$ cat src/rtl/multicycle_datapath.sv
// rtl/multicycle_datapath.sv - multi-cycle MIPS-I subset core on one unified req/ack memory port
// Optional MCDP_DEBUG_EN: adds debug_Reg = R[NREGS-1] and a stray-mem_ack assertion.
module multicycle_datapath #(
  parameter int          NREGS    = 32,
  parameter int          ADDR_W   = 32,
  parameter logic [31:0] RESET_PC = 32'h0
) (
  input  logic              Clk,
  input  logic              Reset,
  output logic              mem_req,
  output logic              mem_we,
  output logic [ADDR_W-1:0] mem_addr,
  output logic [31:0]       mem_wdata,
  input  logic [31:0]       mem_rdata,
  input  logic              mem_ack,
  output logic [ADDR_W-1:0] pc,
  output logic              retire,
  output logic              trap
`ifdef MCDP_DEBUG_EN
  ,
  output logic [31:0]       debug_Reg
`endif
);

  localparam int RW = $clog2(NREGS);
  localparam logic [5:0] OP_R = 6'h00, OP_J = 6'h02, OP_BEQ = 6'h04, OP_BNE = 6'h05;
  localparam logic [5:0] OP_ADDI = 6'h08, OP_LW = 6'h23, OP_SW = 6'h2B;
  localparam logic [5:0] FN_SLL = 6'h00, FN_SRL = 6'h02, FN_ADD = 6'h20, FN_SUB = 6'h22;
  localparam logic [5:0] FN_AND = 6'h24, FN_OR = 6'h25, FN_SLT = 6'h2A;

  typedef enum logic [2:0] {S_FETCH, S_DECODE, S_EXEC, S_MEM, S_WB, S_TRAP} state_t;

  state_t            state_q;
  logic [31:0]       ir_q, a_q, b_q, aluout_q, mdr_q;
  logic [ADDR_W-1:0] pc_q;
  logic              trap_q;
  logic [31:0]       rf_q [NREGS];

  logic [5:0]    op, fn;
  logic [4:0]    shamt;
  logic [RW-1:0] rs_idx, rt_idx, rd_idx, wb_idx;
  logic [31:0]   simm, pc_ext, jump_tgt, ea, alu_res, wb_data;
  logic          legal, is_ctl;

  assign op       = ir_q[31:26];
  assign fn       = ir_q[5:0];
  assign shamt    = ir_q[10:6];
  assign rs_idx   = ir_q[21 +: RW];
  assign rt_idx   = ir_q[16 +: RW];
  assign rd_idx   = ir_q[11 +: RW];
  assign simm     = {{16{ir_q[15]}}, ir_q[15:0]};
  assign pc_ext   = 32'(pc_q);
  assign jump_tgt = {pc_ext[31:28], ir_q[25:0], 2'b00};
  assign ea       = a_q + simm;
  assign is_ctl   = (op == OP_BEQ) || (op == OP_BNE) || (op == OP_J);
  assign wb_idx   = (op == OP_R) ? rd_idx : rt_idx;
  assign wb_data  = (op == OP_LW) ? mdr_q : aluout_q;

  always_comb begin
    legal = 1'b0;
    case (op)
      OP_R:    legal = fn inside {FN_SLL, FN_SRL, FN_ADD, FN_SUB, FN_AND, FN_OR, FN_SLT};
      OP_J, OP_BEQ, OP_BNE, OP_ADDI, OP_LW, OP_SW: legal = 1'b1;
      default: legal = 1'b0;
    endcase
  end

  always_comb begin
    alu_res = a_q + simm;
    if (op == OP_R) begin
      case (fn)
        FN_SUB:  alu_res = a_q - b_q;
        FN_AND:  alu_res = a_q & b_q;
        FN_OR:   alu_res = a_q | b_q;
        FN_SLT:  alu_res = {31'b0, $signed(a_q) < $signed(b_q)};
        FN_SLL:  alu_res = b_q << shamt;
        FN_SRL:  alu_res = b_q >> shamt;
        default: alu_res = a_q + b_q;
      endcase
    end
  end

  // Request is gated by Reset so an in-flight transfer is dropped the moment reset asserts
  assign mem_req   = Reset && ((state_q == S_FETCH) || (state_q == S_MEM));
  assign mem_we    = (state_q == S_MEM) && (op == OP_SW);
  assign mem_addr  = (state_q == S_MEM) ? aluout_q[ADDR_W-1:0] : pc_q;
  assign mem_wdata = b_q;
  assign pc        = (state_q == S_FETCH) ? pc_q : pc_q - ADDR_W'(4);
  assign trap      = trap_q;
  assign retire    = Reset && ((state_q == S_WB) ||
                               (state_q == S_MEM && op == OP_SW && mem_ack) ||
                               (state_q == S_EXEC && is_ctl));

  always_ff @(posedge Clk) begin
    if (!Reset) begin
      state_q  <= S_FETCH;
      pc_q     <= RESET_PC[ADDR_W-1:0];
      ir_q     <= '0;
      a_q      <= '0;
      b_q      <= '0;
      aluout_q <= '0;
      mdr_q    <= '0;
      trap_q   <= 1'b0;
      for (int i = 0; i < NREGS; i++) rf_q[i] <= '0;
    end else begin
      case (state_q)
        S_FETCH: if (mem_ack) begin
          ir_q    <= mem_rdata;
          pc_q    <= pc_q + ADDR_W'(4);
          state_q <= S_DECODE;
        end
        S_DECODE: begin
          a_q      <= rf_q[rs_idx];
          b_q      <= rf_q[rt_idx];
          aluout_q <= pc_ext + {simm[29:0], 2'b00};
          trap_q   <= !legal;
          state_q  <= legal ? S_EXEC : S_TRAP;
        end
        S_EXEC: begin
          case (op)
            OP_LW, OP_SW: begin
              aluout_q <= ea;
              trap_q   <= |ea[1:0];
              state_q  <= (|ea[1:0]) ? S_TRAP : S_MEM;
            end
            OP_BEQ: begin
              if (a_q == b_q) pc_q <= aluout_q[ADDR_W-1:0];
              state_q <= S_FETCH;
            end
            OP_BNE: begin
              if (a_q != b_q) pc_q <= aluout_q[ADDR_W-1:0];
              state_q <= S_FETCH;
            end
            OP_J: begin
              pc_q    <= jump_tgt[ADDR_W-1:0];
              state_q <= S_FETCH;
            end
            default: begin
              aluout_q <= alu_res;
              state_q  <= S_WB;
            end
          endcase
        end
        S_MEM: if (mem_ack) begin
          if (op == OP_SW) begin
            state_q <= S_FETCH;
          end else begin
            mdr_q   <= mem_rdata;
            state_q <= S_WB;
          end
        end
        S_WB: begin
          if (wb_idx != '0) rf_q[wb_idx] <= wb_data;
          state_q <= S_FETCH;
        end
        S_TRAP:  state_q <= S_TRAP;
        default: state_q <= S_TRAP;
      endcase
    end
  end

`ifdef MCDP_DEBUG_EN
  logic [31:0] debug_q;
  assign debug_Reg = debug_q;

  always_ff @(posedge Clk) begin
    if (!Reset) debug_q <= '0;
    else        debug_q <= rf_q[NREGS-1];
  end

  always_ff @(posedge Clk) begin
    if (Reset) assert (mem_req || !mem_ack);
  end
`endif

endmodule
$ cat config.mk
export PLATFORM = sky130hd
export DESIGN_NAME = multicycle_datapath
export DESIGN_NICKNAME = d
export VERILOG_FILES = /design/src/rtl/multicycle_datapath.sv
export SDC_FILE = /design/constraint.sdc
export NUM_CORES = 2
export LEC_CHECK = 0
export ABC_AREA = 1
export BUFFER_PORTS_ARGS = -buffer_cell sky130_fd_sc_hd__buf_2
export CAP_MARGIN = 10
export CORE_MARGIN = 2
export CORE_UTILIZATION = 25
export CTS_CLUSTER_SIZE = 16
export DETAILED_ROUTE_END_ITERATION = 6
export PLACE_DENSITY_LB_ADDON = 0.25
export SLEW_MARGIN = 10
export SYNTH_ARGS = -nofsm -noshare
export SYNTH_HDL_FRONTEND = slang
export SYNTH_SLANG_ARGS = --single-unit
$ cat constraint.sdc
create_clock -name Clk -period 4.2 [get_ports Clk]
set_input_delay 0.63 -clock Clk [delete_from_list [all_inputs] [get_ports Clk]]
set_output_delay 0.63 -clock Clk [all_outputs]
set_load 0.005 [all_outputs]
==> run_summary.xml <==
<?xml version="1.0" encoding="UTF-8"?>
<metrics>
  <group name="synth">
    <metric name="synth_top_cell_by_area" unit="">edfxtp_1</metric>
    <metric name="yosys_register_bits" unit="">1220</metric>
    <metric name="syn-instance-count" unit="">10100</metric>
    <metric name="syn-mean-instance-area" unit="um2">7.48</metric>
    <metric name="netlist-cell-type-count" unit="">53</metric>
    <metric name="yosys_warnings" unit="">0</metric>
    <metric name="synth_common_cells" unit="">nor2_1 (2734), o21ai_0 (1738), nand2_1 (1045)</metric>
    <metric name="synth_top_area_share" unit="%">40.5</metric>
    <metric name="synthMostInstantiatedCell" unit="">nor2_1</metric>
    <metric name="synth_top_flop_cell" unit="">edfxtp_1</metric>
    <metric name="postSynth.asyncResetShare" unit="%">0</metric>
    <metric name="synth_seq_area_share" unit="%">45.7</metric>
    <metric name="post_synth_main_area_contributors" unit="">edfxtp_1 (40%), nor2_1 (14%), o21ai_0 (11%)</metric>
    <metric name="synth_edf_count" unit="">1024</metric>
    <metric name="post_synth_instance_area" unit="um2">75900</metric>
  </group>
  <group name="setup_path">
    <metric name="worstSetupEndpointType" unit="">primary output</metric>
    <metric name="cp_cell_sequence" unit="">nor2_1, inv_1, nor2_1, inv_2, nand2_1, nor4_2, nand2_1, nor2_1, nand3_1, xor2_1, buf_2</metric>
    <metric name="critical_path.slowest_cell" unit="">nor4_2</metric>
    <metric name="cp_common_cell" unit="">nor2_1</metric>
    <metric name="worstSetupPathType" unit="">flip-flop to primary output</metric>
    <metric name="timing.critical_path.fanout_max" unit="">5</metric>
    <metric name="cp_data_required_time" unit="ns">3.57</metric>
    <metric name="arrival" unit="ns">3.38</metric>
    <metric name="critPathMaxStageDelay" unit="ns">0.52</metric>
    <metric name="timing.critical_path.from_type" unit="">flip-flop</metric>
  </group>
  <group name="cts">
    <metric name="clk-insertion-delay-late" unit="ns">0.83</metric>
    <metric name="clock_buffers_created_by_tritoncts" unit="">150</metric>
    <metric name="cts.sink_count" unit="">1220</metric>
    <metric name="clkSlewWorstSetupHoldPaths" unit="ns">0.06</metric>
    <metric name="cts_tree" unit="">built</metric>
    <metric name="clockRootBuffer" unit="">clkbuf_16</metric>
    <metric name="number_of_h_tree_levels" unit="">4</metric>
    <metric name="number_of_buffers_on_the_longest_clock_path" unit="">3</metric>
  </group>
  <group name="sta">
    <metric name="setup_total_negative_slack" unit="ns">0</metric>
    <metric name="fin_skew" unit="ns">0.0719</metric>
    <metric name="worst_slew_margin_rel" unit="%">2.00</metric>
    <metric name="finalMaxSlewViolations" unit="">0</metric>
    <metric name="final-hold-violation-count" unit="">0</metric>
    <metric name="final_period_minus_worst_setup_slack" unit="ns">4.01</metric>
    <metric name="worstMarginPinSlew" unit="ns">1.45</metric>
    <metric name="timing.final.setup_violations" unit="">0</metric>
    <metric name="share_of_the_clock_period_used_by_the_worst_path" unit="%">95.5</metric>
    <metric name="maxClockFrequency" unit="MHz">249</metric>
    <metric name="layout_setup_ws" unit="ns">0.191</metric>
    <metric name="rsz0062_at_grt" unit="">false</metric>
  </group>
  <group name="global_route">
    <metric name="largest_net_degree_at_the_start_of_global_routing" unit="">125</metric>
    <metric name="globalRouteOverflowTotal" unit="">0</metric>
    <metric name="track_usage" unit="%">24.9</metric>
    <metric name="grt_first_pass_wirelength" unit="um">555000</metric>
    <metric name="grt_use_met2" unit="%">38.7</metric>
    <metric name="global_route.peak_usage_layer" unit="">met2</metric>
    <metric name="grt_pass1_vias" unit="">74000</metric>
    <metric name="grt_use_met1" unit="%">32.1</metric>
    <metric name="groute.layer.met3.usage" unit="%">4.84</metric>
    <metric name="antenna_found_initial" unit="">22</metric>
  </group>
  <group name="placement">
    <metric name="gp_congestion" unit="">0.989</metric>
    <metric name="dpl.hpwl" unit="um">265000</metric>
    <metric name="place_worst_setup_slack" unit="ns">0.622</metric>
    <metric name="port-buffer-count" unit="">134</metric>
  </group>
  <group name="drt">
    <metric name="drt_initial_violations" unit="">11200</metric>
    <metric name="drt_drc_violations_left" unit="">0</metric>
    <metric name="drt_wl_total" unit="um">398000</metric>
    <metric name="route.detailed.vias_per_inst" unit="">5.58</metric>
    <metric name="first_pass_iters" unit="">6</metric>
    <metric name="detail_route.wl_per_cell" unit="um">28.1</metric>
    <metric name="via_count" unit="">79000</metric>
    <metric name="detail-route-antenna-nets" unit="">0</metric>
  </group>
  <group name="floorplan">
    <metric name="fp.coreArea" unit="um2">303000</metric>
    <metric name="vert_die_dim" unit="um">555</metric>
    <metric name="fp.dieW" unit="um">555</metric>
    <metric name="std_cell_rows" unit="">202</metric>
    <metric name="starting_density_of_the_core" unit="%">25.1</metric>
    <metric name="fp.dieArea" unit="um2">308000</metric>
    <metric name="ioPinCount" unit="">135</metric>
  </group>
  <group name="layout">
    <metric name="fraction_of_final_layout_cells_with_drive_strength_greater_than_1" unit="%">9.27</metric>
    <metric name="fin_nets" unit="">10300</metric>
    <metric name="area.growth.synth_to_final" unit="%">16.0</metric>
  </group>
  <group name="outcome">
    <metric name="run_status" unit="">finished clean</metric>
  </group>
  <group name="power_and_ir_drop">
    <metric name="power.ir.vdd_worst" unit="V">0.000292</metric>
    <metric name="total_leakage_power" unit="nW">33.2</metric>
    <metric name="power_density" unit="nW/um2">617</metric>
  </group>
  <group name="run">
    <metric name="cap_viol_max_count" unit="">0</metric>
  </group>
  <group name="worst_hold_path">
    <metric name="min_path_type" unit="">input pin to flip-flop</metric>
  </group>
</metrics>
-- layer usage --
metal | share of wire (%) | vias to the layer above
met4 | 6.4 | 8
met3 | 9.8 | 922
met5 | 0.013 | -
li1 | - | 34600
met1 | 40 | 38600
met2 | 44 | 4876
-- cells by family (layout without fill, tap and decap cells) --
family	count (synthesis)	after routing	synth area share, %
adder cells (fa/ha/maj)	162	162	2.71
AO/OA/AOI/OAI	2890	2890	20.8
buffers and inverters	1415	1416	7.10
AND/OR/NAND/NOR	4409	4409	23.1
other	1	35	0.00494
XOR/XNOR	51	51	0.588
flip-flops	1220	1220	45.7
-- cells in the final DEF, fill, tap and decap left out, drive strengths merged, types with 62 or more instances in the layout --
cell / count
nor3: 73
buf: 562
edfxtp: 1024
dfxtp: 196
o21ai: 1745
o22ai: 569
nand4: 62
nand2: 1050
ha: 158
inv: 584
nor2: 2737
nand3: 429
a21oi: 374
clkbuf: 188
-- path summary, 6_finish.rpt --
kind | startpoint | endpoint | cells after the start | slack, ns
min | mem_rdata[31] | ir_q[31] | 3 | 0.12
max | state_q[2] | pc[31] | 11 | 0.19
max reg2reg | ir_q[16] | mem_wdata[31] | 8 | 0.50
min reg2reg | mdr_q[14] | mdr_q[14] | 2 | 0.46
-- report_power, final --
part | internal (W) | switching [W] | leakage (nW)
registers | 0.0140 | 0.00144 | 12.2
logic | 0.00669 | 0.0188 | 18.6
clock network | 0.00770 | 0.00580 | 2.41
-- stage by stage --
step	utilization, %	total power, W	area, um2	instances	hold slack [ns]
floorplan	-	0.0282	76100	10200	0.420
global placement	27.4	0.0402	83000	13900	0.440
detailed placement	27.4	0.0402	83000	13900	0.450
CTS	29.1	0.0537	88000	14200	0.0680
global route	29.1	0.0565	88100	14200	0.0875
finish	29.1	0.0543	88100	14200	0.117
-- cell type report --
class	instances	area, um2
multi-input combinational	7544	36600
antenna	3	7.51
timing repair buffer	562	4630
clock inverter	82	1000
fill	32400	214000
inverter	584	2230
sequential	1220	34700
clock buffer	188	3980
tap	3978	4980
-- sequential cells by signal, summed over array words and instances, names as in the netlist --
register and count:
a_q 32, mem_wdata 32, mdr_q 32, ir_q 32
trap 1, aluout_q 32, pc_ext 32, rf_q 1024
state_q 3
-- critical path, delay by kind of cell, from the launching register on --
family	cells	cell delay, ns
flip-flops	1	0.37
XOR/XNOR	1	0.17
buffers and inverters	3	0.44
AND/OR/NAND/NOR	7	1.60
-- repair_timing --
action	in CTS	in global routing
pin swaps	0	2
buffers inserted	0	2
resized for setup	3	4
hold buffers	0	0
endpoints found under the setup margin	6	7
No activity file was read; power rests on OpenSTA's default activity.
